==> config.mk <==
export PLATFORM = sky130hd
export DESIGN_NAME = cgia_bus_arbiter
export DESIGN_NICKNAME = d
export VERILOG_FILES = /design/src/rtl/cgia_bus_arbiter.sv
export SDC_FILE = /design/constraint.sdc
export NUM_CORES = 1
export LEC_CHECK = 0
export BUFFER_PORTS_ARGS = -buffer_cell sky130_fd_sc_hd__buf_2
export CORE_AREA = 2 2 75 77
export CTS_CLUSTER_DIAMETER = 80
export DETAILED_ROUTE_END_ITERATION = 6
export DIE_AREA = 0 0 77 79
export PLACE_DENSITY_LB_ADDON = 0.05
export RECOVER_POWER = 50
export SETUP_SLACK_MARGIN = 0.2
export SYNTH_ARGS = -nofsm -noshare
export SYNTH_HDL_FRONTEND = slang
export SYNTH_SLANG_ARGS = --single-unit
export TNS_END_PERCENT = 50
==> constraint.sdc <==
create_clock -name clk_i -period 2.2 [get_ports clk_i]
set_input_delay 0.44 -clock clk_i [delete_from_list [all_inputs] [get_ports clk_i]]
set_output_delay 0.44 -clock clk_i [all_outputs]
set_load 0.03 [all_outputs]
==> src/rtl/cgia_bus_arbiter.sv <==
// -----------------------------------------------------------------------------
// cgia_bus_arbiter
//
// Shares one Wishbone classic memory port between the CGIA video fetcher
// (master V) and the CPU (master C). V normally wins a simultaneous request.
// A fairness flag hands the bus to C after a V tenure that kept C waiting,
// unless V reports an urgent line-buffer condition. A bus watchdog ends any
// strobe the slave leaves unacknowledged for TIMEOUT cycles.
//
// Ports
//   clk_i, reset_i            clock, synchronous active-high reset
//   v_*_i / v_*_o             Wishbone master V (request side + ack/err/data)
//   v_urgent_i                V line buffer below watermark, overrides fairness
//   c_*_i / c_*_o             Wishbone master C (request side + ack/err/data)
//   s_*_o / s_ack_i, s_dat_i  Wishbone slave port
//   gnt_o                     current owner one-hot {C,V}, 2'b00 when idle
// -----------------------------------------------------------------------------
module cgia_bus_arbiter #(
    parameter int AW      = 24,
    parameter int DW      = 16,
    parameter int TIMEOUT = 15
) (
    input  logic                clk_i,
    input  logic                reset_i,
    // master V (video fetcher)
    input  logic                v_cyc_i,
    input  logic                v_stb_i,
    input  logic                v_we_i,
    input  logic [AW-1:0]       v_adr_i,
    input  logic [DW-1:0]       v_dat_i,
    input  logic [DW/8-1:0]     v_sel_i,
    input  logic                v_urgent_i,
    output logic                v_ack_o,
    output logic                v_err_o,
    output logic [DW-1:0]       v_dat_o,
    // master C (CPU)
    input  logic                c_cyc_i,
    input  logic                c_stb_i,
    input  logic                c_we_i,
    input  logic [AW-1:0]       c_adr_i,
    input  logic [DW-1:0]       c_dat_i,
    input  logic [DW/8-1:0]     c_sel_i,
    output logic                c_ack_o,
    output logic                c_err_o,
    output logic [DW-1:0]       c_dat_o,
    // slave
    output logic                s_cyc_o,
    output logic                s_stb_o,
    output logic                s_we_o,
    output logic [AW-1:0]       s_adr_o,
    output logic [DW-1:0]       s_dat_o,
    output logic [DW/8-1:0]     s_sel_o,
    input  logic                s_ack_i,
    input  logic [DW-1:0]       s_dat_i,
    // owner
    output logic [1:0]          gnt_o
);

    localparam int SW = DW / 8;
    localparam logic [7:0] TIMEOUT_C = 8'(TIMEOUT);

    // State codes double as the one-hot grant vector {C,V}.
    typedef enum logic [1:0] {
        ST_IDLE  = 2'b00,
        ST_OWN_V = 2'b01,
        ST_OWN_C = 2'b10
    } state_e;

    state_e     state_q, state_d;
    logic       fair_q, fair_d;
    logic [7:0] wdog_q, wdog_d;

    logic       own_v_s;
    logic       own_c_s;
    logic       owner_stb_s;
    logic       wdog_fire_s;

    // Ownership decode from the registered state.
    always_comb begin
        own_v_s = (state_q == ST_OWN_V);
        own_c_s = (state_q == ST_OWN_C);
    end

    // Watchdog expiry: the strobe has been outstanding TIMEOUT cycles.
    always_comb begin
        if ((state_q != ST_IDLE) && (wdog_q == TIMEOUT_C)) begin
            wdog_fire_s = 1'b1;
        end else begin
            wdog_fire_s = 1'b0;
        end
    end

    // Slave-side multiplexer: owner's signals pass through, zeros when idle.
    // The strobe is withheld in the cycle the watchdog fires.
    always_comb begin
        s_cyc_o     = 1'b0;
        owner_stb_s = 1'b0;
        s_we_o      = 1'b0;
        s_adr_o     = {AW{1'b0}};
        s_dat_o     = {DW{1'b0}};
        s_sel_o     = {SW{1'b0}};
        case (state_q)
            ST_OWN_V: begin
                s_cyc_o     = v_cyc_i;
                owner_stb_s = v_stb_i;
                s_we_o      = v_we_i;
                s_adr_o     = v_adr_i;
                s_dat_o     = v_dat_i;
                s_sel_o     = v_sel_i;
            end
            ST_OWN_C: begin
                s_cyc_o     = c_cyc_i;
                owner_stb_s = c_stb_i;
                s_we_o      = c_we_i;
                s_adr_o     = c_adr_i;
                s_dat_o     = c_dat_i;
                s_sel_o     = c_sel_i;
            end
            default: begin
                s_cyc_o     = 1'b0;
                owner_stb_s = 1'b0;
            end
        endcase
        s_stb_o = owner_stb_s & ~wdog_fire_s;
    end

    // Master-side responses. Ack is suppressed when the watchdog fires so
    // that ack and err are never seen together; read data is broadcast.
    always_comb begin
        v_ack_o = s_ack_i & own_v_s & v_stb_i & ~wdog_fire_s;
        c_ack_o = s_ack_i & own_c_s & c_stb_i & ~wdog_fire_s;
        v_err_o = own_v_s & wdog_fire_s;
        c_err_o = own_c_s & wdog_fire_s;
        v_dat_o = s_dat_i;
        c_dat_o = s_dat_i;
    end

    // Watchdog next value: counts unacknowledged strobe cycles of the owner.
    always_comb begin
        if ((state_q == ST_IDLE) || !s_stb_o || s_ack_i) begin
            wdog_d = 8'd0;
        end else begin
            wdog_d = wdog_q + 8'd1;
        end
    end

    // Arbitration next state and fairness bookkeeping. An owner keeps the
    // bus until it drops cyc; the release edge always lands in IDLE, so two
    // tenures are separated by one idle cycle.
    always_comb begin
        state_d = state_q;
        fair_d  = fair_q;
        case (state_q)
            ST_IDLE: begin
                if (v_cyc_i && c_cyc_i) begin
                    if (v_urgent_i || !fair_q) begin
                        state_d = ST_OWN_V;
                    end else begin
                        state_d = ST_OWN_C;
                        fair_d  = 1'b0;
                    end
                end else if (v_cyc_i) begin
                    state_d = ST_OWN_V;
                end else if (c_cyc_i) begin
                    state_d = ST_OWN_C;
                    fair_d  = 1'b0;
                end else begin
                    state_d = ST_IDLE;
                end
            end
            ST_OWN_V: begin
                if (!v_cyc_i) begin
                    state_d = ST_IDLE;
                    // C sat through this tenure: it gets the next contest.
                    if (c_cyc_i) begin
                        fair_d = 1'b1;
                    end else begin
                        fair_d = fair_q;
                    end
                end else begin
                    state_d = ST_OWN_V;
                end
            end
            ST_OWN_C: begin
                if (!c_cyc_i) begin
                    state_d = ST_IDLE;
                end else begin
                    state_d = ST_OWN_C;
                end
            end
            default: begin
                state_d = ST_IDLE;
                fair_d  = 1'b0;
            end
        endcase
    end

    // State, fairness flag and watchdog registers.
    always_ff @(posedge clk_i) begin
        if (reset_i) begin
            state_q <= ST_IDLE;
            fair_q  <= 1'b0;
            wdog_q  <= 8'd0;
        end else begin
            state_q <= state_d;
            fair_q  <= fair_d;
            wdog_q  <= wdog_d;
        end
    end

    // Grant is the registered state itself.
    assign gnt_o = state_q;

endmodule

; ---- Word level (Yosys, flattened, before mapping)
; Index checks and enable logic that the tools add are counted.
[totals]
inputBits = 110
output_inout_bits = 83
regBits = 11
word_cells = 54
[op_classes]
mux = 20
bitwise_logic = 11
reduce_logical = 11
eq_ne = 8
add_sub_neg = 1
[ops]
columns = op, n
row1 = $pmux W24 S2, 1
row2 = $pmux W16 S2, 1
row3 = $and A1 B1 Y1, 9
row4 = $add A8 B1 Y8 const B, 1
row5 = $eq A8 B4 Y1 const B, 1
row6 = $mux W1, 8
row7 = $mux W2, 4
row8 = $ne A3 B2 Y1 const B, 2
row9 = $pmux W1 S2, 3
row10 = $pmux W2 S3, 1
row11 = $reduce_and A6 Y1, 1
row12 = $ne A2 B2 Y1 const B, 2
row13 = $pmux W2 S2, 1
row14 = $logic_or A1 B1 Y1, 3
row15 = $ne A3 B3 Y1 const B, 1
row16 = $pmux W1 S3, 1
row17 = $eq A2 B1 Y1 const B, 1
row18 = $eq A2 B2 Y1 const B, 1
row19 = $logic_and A1 B1 Y1, 2
row20 = $logic_not A1 Y1, 2
row21 = $logic_not A2 Y1, 1
row22 = $not A1 Y1, 2
row23 = $reduce_bool A2 Y1, 1
row24 = $reduce_or A2 Y1, 1

; ---- Depth between registers and ports, before layout
; Gate-level depths: netlist (run 1).
[depth]
ltp_word = 9
depth_mapped = 7
ltp_nobuf = 5

; ---- Worst setup path after synthesis (run 1)
; Ideal clock, no wire load.
[synth_timing]
path_kind = flip-flop to output port
start = register state_q[0] (netlist: gnt_o[0])
end = output port s_dat_o[0]
slack_ps = -179
t_arrival_ps = 1939
t_required_ps = 1760
n_path_buf = 2
stages_incl_launch_ff = 6
cell_sequence = dfxtp_1 -> ha_1 -> clkbuf_1 -> buf_1 -> a22oi_1 -> nor2b_1
[synth_via]
elab_chain_len = 2
word_cells_on_any_way = 3
classes_between = eq/ne: 2 / mux: 1
[synth_lines]
columns = item, line
row1 = start: declaration, 69  ; state_e state_q, state_d;
row2 = start signal: assignment, 205  ; state_q <= state_d;
row3 = $eq A2 B2 Y1 or $eq A2 B1 Y1 (tied branches), 102  ; case (state_q)
row4 = $pmux W16 S2 *, 102
row5 = end: declaration, 51  ; output logic [DW-1:0] s_dat_o,
; Every way passes the cells marked *; elsewhere a longest branch is shown, timed or not.

; ---- Worst setup path after layout (run 1)
[layout_timing]
start = register wdog_q[5]
end = output port v_ack_o
[layout_via]
elab_chain_len = 5
[layout_lines]
columns = item, line
row1 = start: declaration, 71  ; logic [7:0] wdog_q, wdog_d;
row2 = start signal: assignment, 207  ; wdog_q <= wdog_d;
row3 = $eq A8 B4 Y1, 86  ; if ((state_q != ST_IDLE) && (wdog_q == TIMEOUT_C)) begin
row4 = $logic_and A1 B1 Y1, 86
row5 = $mux W1, 86
row6 = $not A1 Y1, 130  ; v_ack_o = s_ack_i & own_v_s & v_stb_i & ~wdog_fire_s;
row7 = $and A1 B1 Y1, 130
row8 = end: declaration, 33  ; output logic v_ack_o,
; No other way between the ends.

==> results.yml, run 1 <==
power_and_ir_drop:
  powerDensity_nw_per_um2: 345
  peakVddDrop_v: 0.000252
  p_leak_uw: 0.00111
synth:
  yosysTopAreaCell: "a22oi_1"
  synth_nets: 316
  ys_top_cells_by_area: "a22oi_1 (22%), nor2b_1 (18%), buf_4 (16%), dfxtp_1 (15%), ha_1 (4.1%)"
  yosysSeqAreaShare_pct: 14.6
  yosysTopAreaCellShare_pct: 21.9
  yosysWarningCount: 0
  yosys.cell_types.count: 33
  syn_inst: 201
  synth_area_sq_um: 1510
  ys_ff_latch: 11
  synth.avg_cell_area_sq_um: 7.52
clocking:
  clock_latency_ns: 0.24
  cts_tree: "done"
  holdBufCountCts: 0
  cts_made_buffers: 3
  clock_sinks: 11
  cts_max_path_buffers: 2
  cts_root_buf: "clkbuf_8"
  htree_levels: 1
  cts.clk_slew.worst_paths_ns: 0.05
placement:
  hpwl_um: 4120
  portBuffers: 144
  place_congestion: 0.851
  placed_area_sq_um: 2200
  place_inst: 375
worst_setup_path:
  endpoint_kind: "output port"
  cp_top_family: "simple AND/OR/NAND/NOR gates"
  cpPeakStageDelay_ns: 0.54
  cpMaxStageDelayCell: "or4_4"
  crit_fanout: 5
  worstSetupPathType: "flop to output port"
  required_ns: 1.76
  critical_path_arrival_ns: 1.62
  cp-start-kind: "flop"
  crit_buf_inv: 1
  path_cells: "or4_4 -> nor3_4 -> and4b_1 -> buf_6"
route:
  postRouteAntennaNets: 0
  vias_per_cell: 4.77
  num_vias: 1847
  wl_per_cell_um: 14.6
  drc_errors: 0
  drtIter0Drc: 65
  drtPass1Iterations: 4
  drt_wl_total_um: 5630
final_layout:
  final-instance-count-excl-fill: 387
  n_fill_cell: 568
  final_cell_mix: "buf_2 (132), nor2b_2 (44), a22oi_1 (41)"
  nets: 431
  final_common_cell: "buf_2"
  diodes: 0
  multi_input_area_sq_um: 1140
  final_area_sq_um: 2480
  synthToLayoutAreaGrowth_pct: 64.0
  finish.utilization_pct: 46.4
  regArea_sq_um: 226
  drive_above_1_share_pct: 69.8
die:
  initial_utilization_pct: 28.3
  die_h_um: 79
  coreArea_sq_um: 5340
  std_cell_rows: 27
  io_pins: 193
  die_x_um: 77
  dieArea_sq_um: 6080
sta:
  timing.fmax_mhz: 485
  finalCritPeriodShare_pct: 93.8
  finalSetupViolations: 0
  tns_ns: 0
  clock_skew_ns: 0.00422
  hold_viol: 0
  relSlewSlack_pct: 73.3
  tightest_slew_ns: 0.403
  final_max_slew_viol_count: 0
  min_period_ns: 2.06
  grt_setup_unrepaired: "yes"
grt:
  globalRouteOverflowTotal: 0
  track_usage_pct: 15.2
  grt_pass1_wl_um: 7700
  antenna_found_initial: 0
  grt_start_max_net_pins: 35
  grt_pass1_vias: 1569
outcome:
  outcome: "completed"
flow_run:
  maxCapViolations: 0
worst_hold_path:
  holdCritPathClass: "input port to flop"
## cells by family (layout without fill, tap and decap cells)
family | count (synthesis) | after routing | share of synthesized area (%)
buffers and inverters | 52 | 166 | 21.4
and+or+nand+nor | 74 | 74 | 30.5
adders and majority gates | 5 | 5 | 4.14
xor gates and xnor gates | 3 | 3 | 1.74
DFF | 11 | 11 | 14.6
AOI/OAI and AO/OA | 56 | 56 | 27.6
## worst paths after layout
path,start,to,slack [ns],depth (start not counted)
setup / recovery,wdog_q[5]$_SDFF_PP0_,v_ack_o,0.14,4
hold / removal,reset_i,fair_q$_SDFFE_PP0P_,0.41,2
setup reg to reg,gnt_o[0]$_SDFF_PP0_,wdog_q[7]$_SDFF_PP0_,0.54,5
hold reg to reg,wdog_q[0]$_SDFF_PP0_,wdog_q[0]$_SDFF_PP0_,0.49,1
## synthesized netlist by cell type, drive strengths merged
cell type and count:
a211oi 3, a21boi 1, a21oi 1, a22o 1, a22oi 44, a311oi 1, and2 2, and4b 2
buf 36, clkbuf 13, dfxtp 11, ha 5, inv 3, nand2 3, nand2b 2, nand3 4
nand3b 1, nand4 1, nor2 3, nor2b 44, nor3 7, nor3b 1, o211a 1, o21ai 3
o21ba 1, or3 3, or4 1, xnor2 2, xor2 1
## worst reg2reg max path, cell delays in order, from the launching register on
cell and delay (ns):
dfxtp_1 0.44, inv_2 0.10, ha_4 0.34, clkbuf_2 0.17, nand3_1 0.26, a211oi_1 0.26
## sequential cells by signal, summed over array words and instances (netlist names)
signal  cells
wdog_q      8
gnt_o       2
fair_q      1
## layer usage
metal	track usage, %	routed length [um]	share of wire, %	vias up
li1	-	-	-	917
met4	6.79	176	3.1	0
met3	2.95	462	8.2	29
met2	24.9	2680	48	95
met5	0	0	0	-
met1	19.4	2320	41	806
## power breakdown
part	internal, uW	leakage (uW)	switching, uW
combinational	226	0.000997	219
clock	127	0.0000228	74.0
sequential	203	0.0000908	4.93
## through the flow
| stage | hold WS (ns) | total power, uW | setup slack [ns] |
|---|---|---|---|
| floorplan | 0.451 | 557 | 0.195 |
| global placement | 0.478 | 597 | 0.264 |
| detailed placement | 0.479 | 597 | 0.251 |
| CTS | 0.404 | 818 | 0.0592 |
| global route | 0.419 | 907 | 0.0414 |
| finish | 0.407 | 854 | 0.137 |
## cell type report
type / count / area share, %
timing repair buffer: 159 / 38.9
sequential: 11 / 9.14
multi-input combinational: 138 / 46.1
inverter: 3 / 0.454
tap: 72 / 3.63
clock buffer: 4 / 1.82
## what timing repair did
item | 4_1_cts | 5_1_grt
buffers inserted | 2 | 4
pin swaps | 1 | 2
resized for setup | 10 | 29
gates cloned | 0 | 2
setup endpoints to repair | 43 | 49
Note: power is estimated with default switching activity, not from simulation.
==> run 2, diff against run 1 <==
clock period = 2.11 ns   (was 2.2 ns; I/O delays follow)
==> results.yml, run 2 (synthesis gave the netlist of run 1 again) <==
final_layout:
  largest_register_ffs: 8
  n_fill_cell: 492
  final_area_sq_um: 3180
  drive_above_1_share_pct: 80.4
  diodes: 0
  regMostFlops: "wdog_q"
  nets: 437
  synthToLayoutAreaGrowth_pct: 111
  final_common_cell: "buf_2"
  final_cell_mix: "buf_2 (95), buf_6 (49), nor2b_4 (44)"
grt:
  globalRouteOverflowTotal: 0
  grt_pass1_vias: 1833
  grt_start_max_net_pins: 24
  track_usage_pct: 17.7
  grt_pass1_wl_um: 8850
  antenna_found_initial: 0
power_and_ir_drop:
  switching_share_pct: 35.5
  power_frac_comb_pct: 60.7
  powerDensity_nw_per_um2: 343
  p_sw_uw: 388
  peakVddDrop_v: 0.000208
  p_leak_uw: 0.00127
  internal_power_uw: 704
  seqPwrFrac_pct: 19.9
  p_clk_share_pct: 19.4
die:
  die_x_um: 77
  io_pins: 193
  die_h_um: 79
  std_cell_rows: 27
  initial_utilization_pct: 28.3
  dieArea_sq_um: 6080
  coreArea_sq_um: 5340
placement:
  hpwl_um: 4350
  dp_slack_ns: 0.207
  place_congestion: 0.754
  placed_area_sq_um: 2280
  portBuffers: 144
sta:
  timing.fmax_mhz: 468
  hold_slack_ns: 0.410
  final_max_slew_viol_count: 0
  grt_setup_unrepaired: "yes"
  finalCritPeriodShare_pct: 101
  clock_skew_ns: 0.00442
  tightest_slew_ns: 0.386
  hold_viol: 0
  min_period_ns: 2.14
  tns_ns: -0.0545
  layout_setup_ws_ns: -0.0273
  finalSetupViolations: 2
  relSlewSlack_pct: 74.4
clocking:
  holdBufCountCts: 0
  cts_tree: "done"
  clock_latency_ns: 0.24
  cts_root_buf: "clkbuf_8"
  cts_max_path_buffers: 2
  cts_made_buffers: 3
  cts.clk_slew.worst_paths_ns: 0.05
  htree_levels: 1
  clock_sinks: 11
route:
  drtPass1Iterations: 4
  drtIter0Drc: 20
  drt_wl_total_um: 6370
  postRouteAntennaNets: 0
  wl_per_cell_um: 16.2
  num_vias: 1953
  vias_per_cell: 4.97
  drc_errors: 0
outcome:
  violations: "negative setup slack"
  outcome: "finished, violations left"
worst_setup_path:
  path_cells: "or4_4 -> nor3_4 -> and4b_1 -> buf_6"
  crit_buf_inv: 1
  cpPeakStageDelay_ns: 0.54
  cpMaxStageDelayCell: "or4_4"
  critical_path_arrival_ns: 1.72
  cp-start-kind: "flop"
  required_ns: 1.69
  cp_top_family: "simple AND/OR/NAND/NOR gates"
  endpoint_kind: "output port"
  crit_fanout: 5
  worstSetupPathType: "flop to output port"
flow_run:
  maxCapViolations: 0
worst_hold_path:
  holdCritPathClass: "input port to flop"
## run 2: cell count changes in the layout (fill, tap and decap cells not counted), moves of 3 or more
cell | before | now
a22oi_2 | 3 | 36
nor2b_2 | 44 | 0
nor2b_4 | 0 | 44
clkbuf_2 | 3 | 0
buf_6 | 6 | 49
buf_4 | 5 | 8
buf_2 | 132 | 95
a22oi_1 | 41 | 8
## run 2: what timing repair did
action	4_1_cts	5_1_grt
endpoints found under the setup margin	49	48
gates resized for setup	52	143
buffers inserted	5	2
cloned	1	4
pin swaps	5	3
## run 2: through the flow
stage,cells,util [%],total power [uW]
detailed placement,377,42.8,656
global route,393,59.6,1150
global placement,377,42.8,654
CTS,387,48.0,926
floorplan,201,-,599
finish,393,59.6,1090
## run 2: final cells by class
class,instances,area [sq um],area share (%)
repair buffers,165,1280,40.4
flip-flops and latches,11,226,7.11
inverters,3,13.8,0.432
multi-input cells,138,1520,47.8
clock buffers,4,45.0,1.42
well taps,72,90.1,2.83
## run 2: worst paths after layout
check	slack, ns	end	depth (start not counted)	from
worst min register to register	0.49	wdog_q[0]$_SDFF_PP0_	1	wdog_q[0]$_SDFF_PP0_
worst min-delay path	0.41	fair_q$_SDFFE_PP0P_	2	reset_i
worst max-delay path	-0.03	v_ack_o	4	wdog_q[6]$_SDFF_PP0_
worst max register to register	0.35	wdog_q[7]$_SDFF_PP0_	6	gnt_o[0]$_SDFF_PP0_
## run 2: per-layer routing
metal	part of all wire [%]	track usage (%)	up-vias
met5	0	0	-
met4	1.2	4.29	0
li1	-	-	930
met1	37	20.4	912
met3	8.6	6.59	8
met2	53	31.1	103
## run 2: power by group through the flow
stage	Combinational [uW]	Clock, uW	Sequential, uW
4_1_cts	490	219	217
3_5_place_dp	435	0	221
6_report	663	211	217
3_3_place_gp	434	0	221
5_1_grt	701	229	218
2_1_floorplan	374	0	225
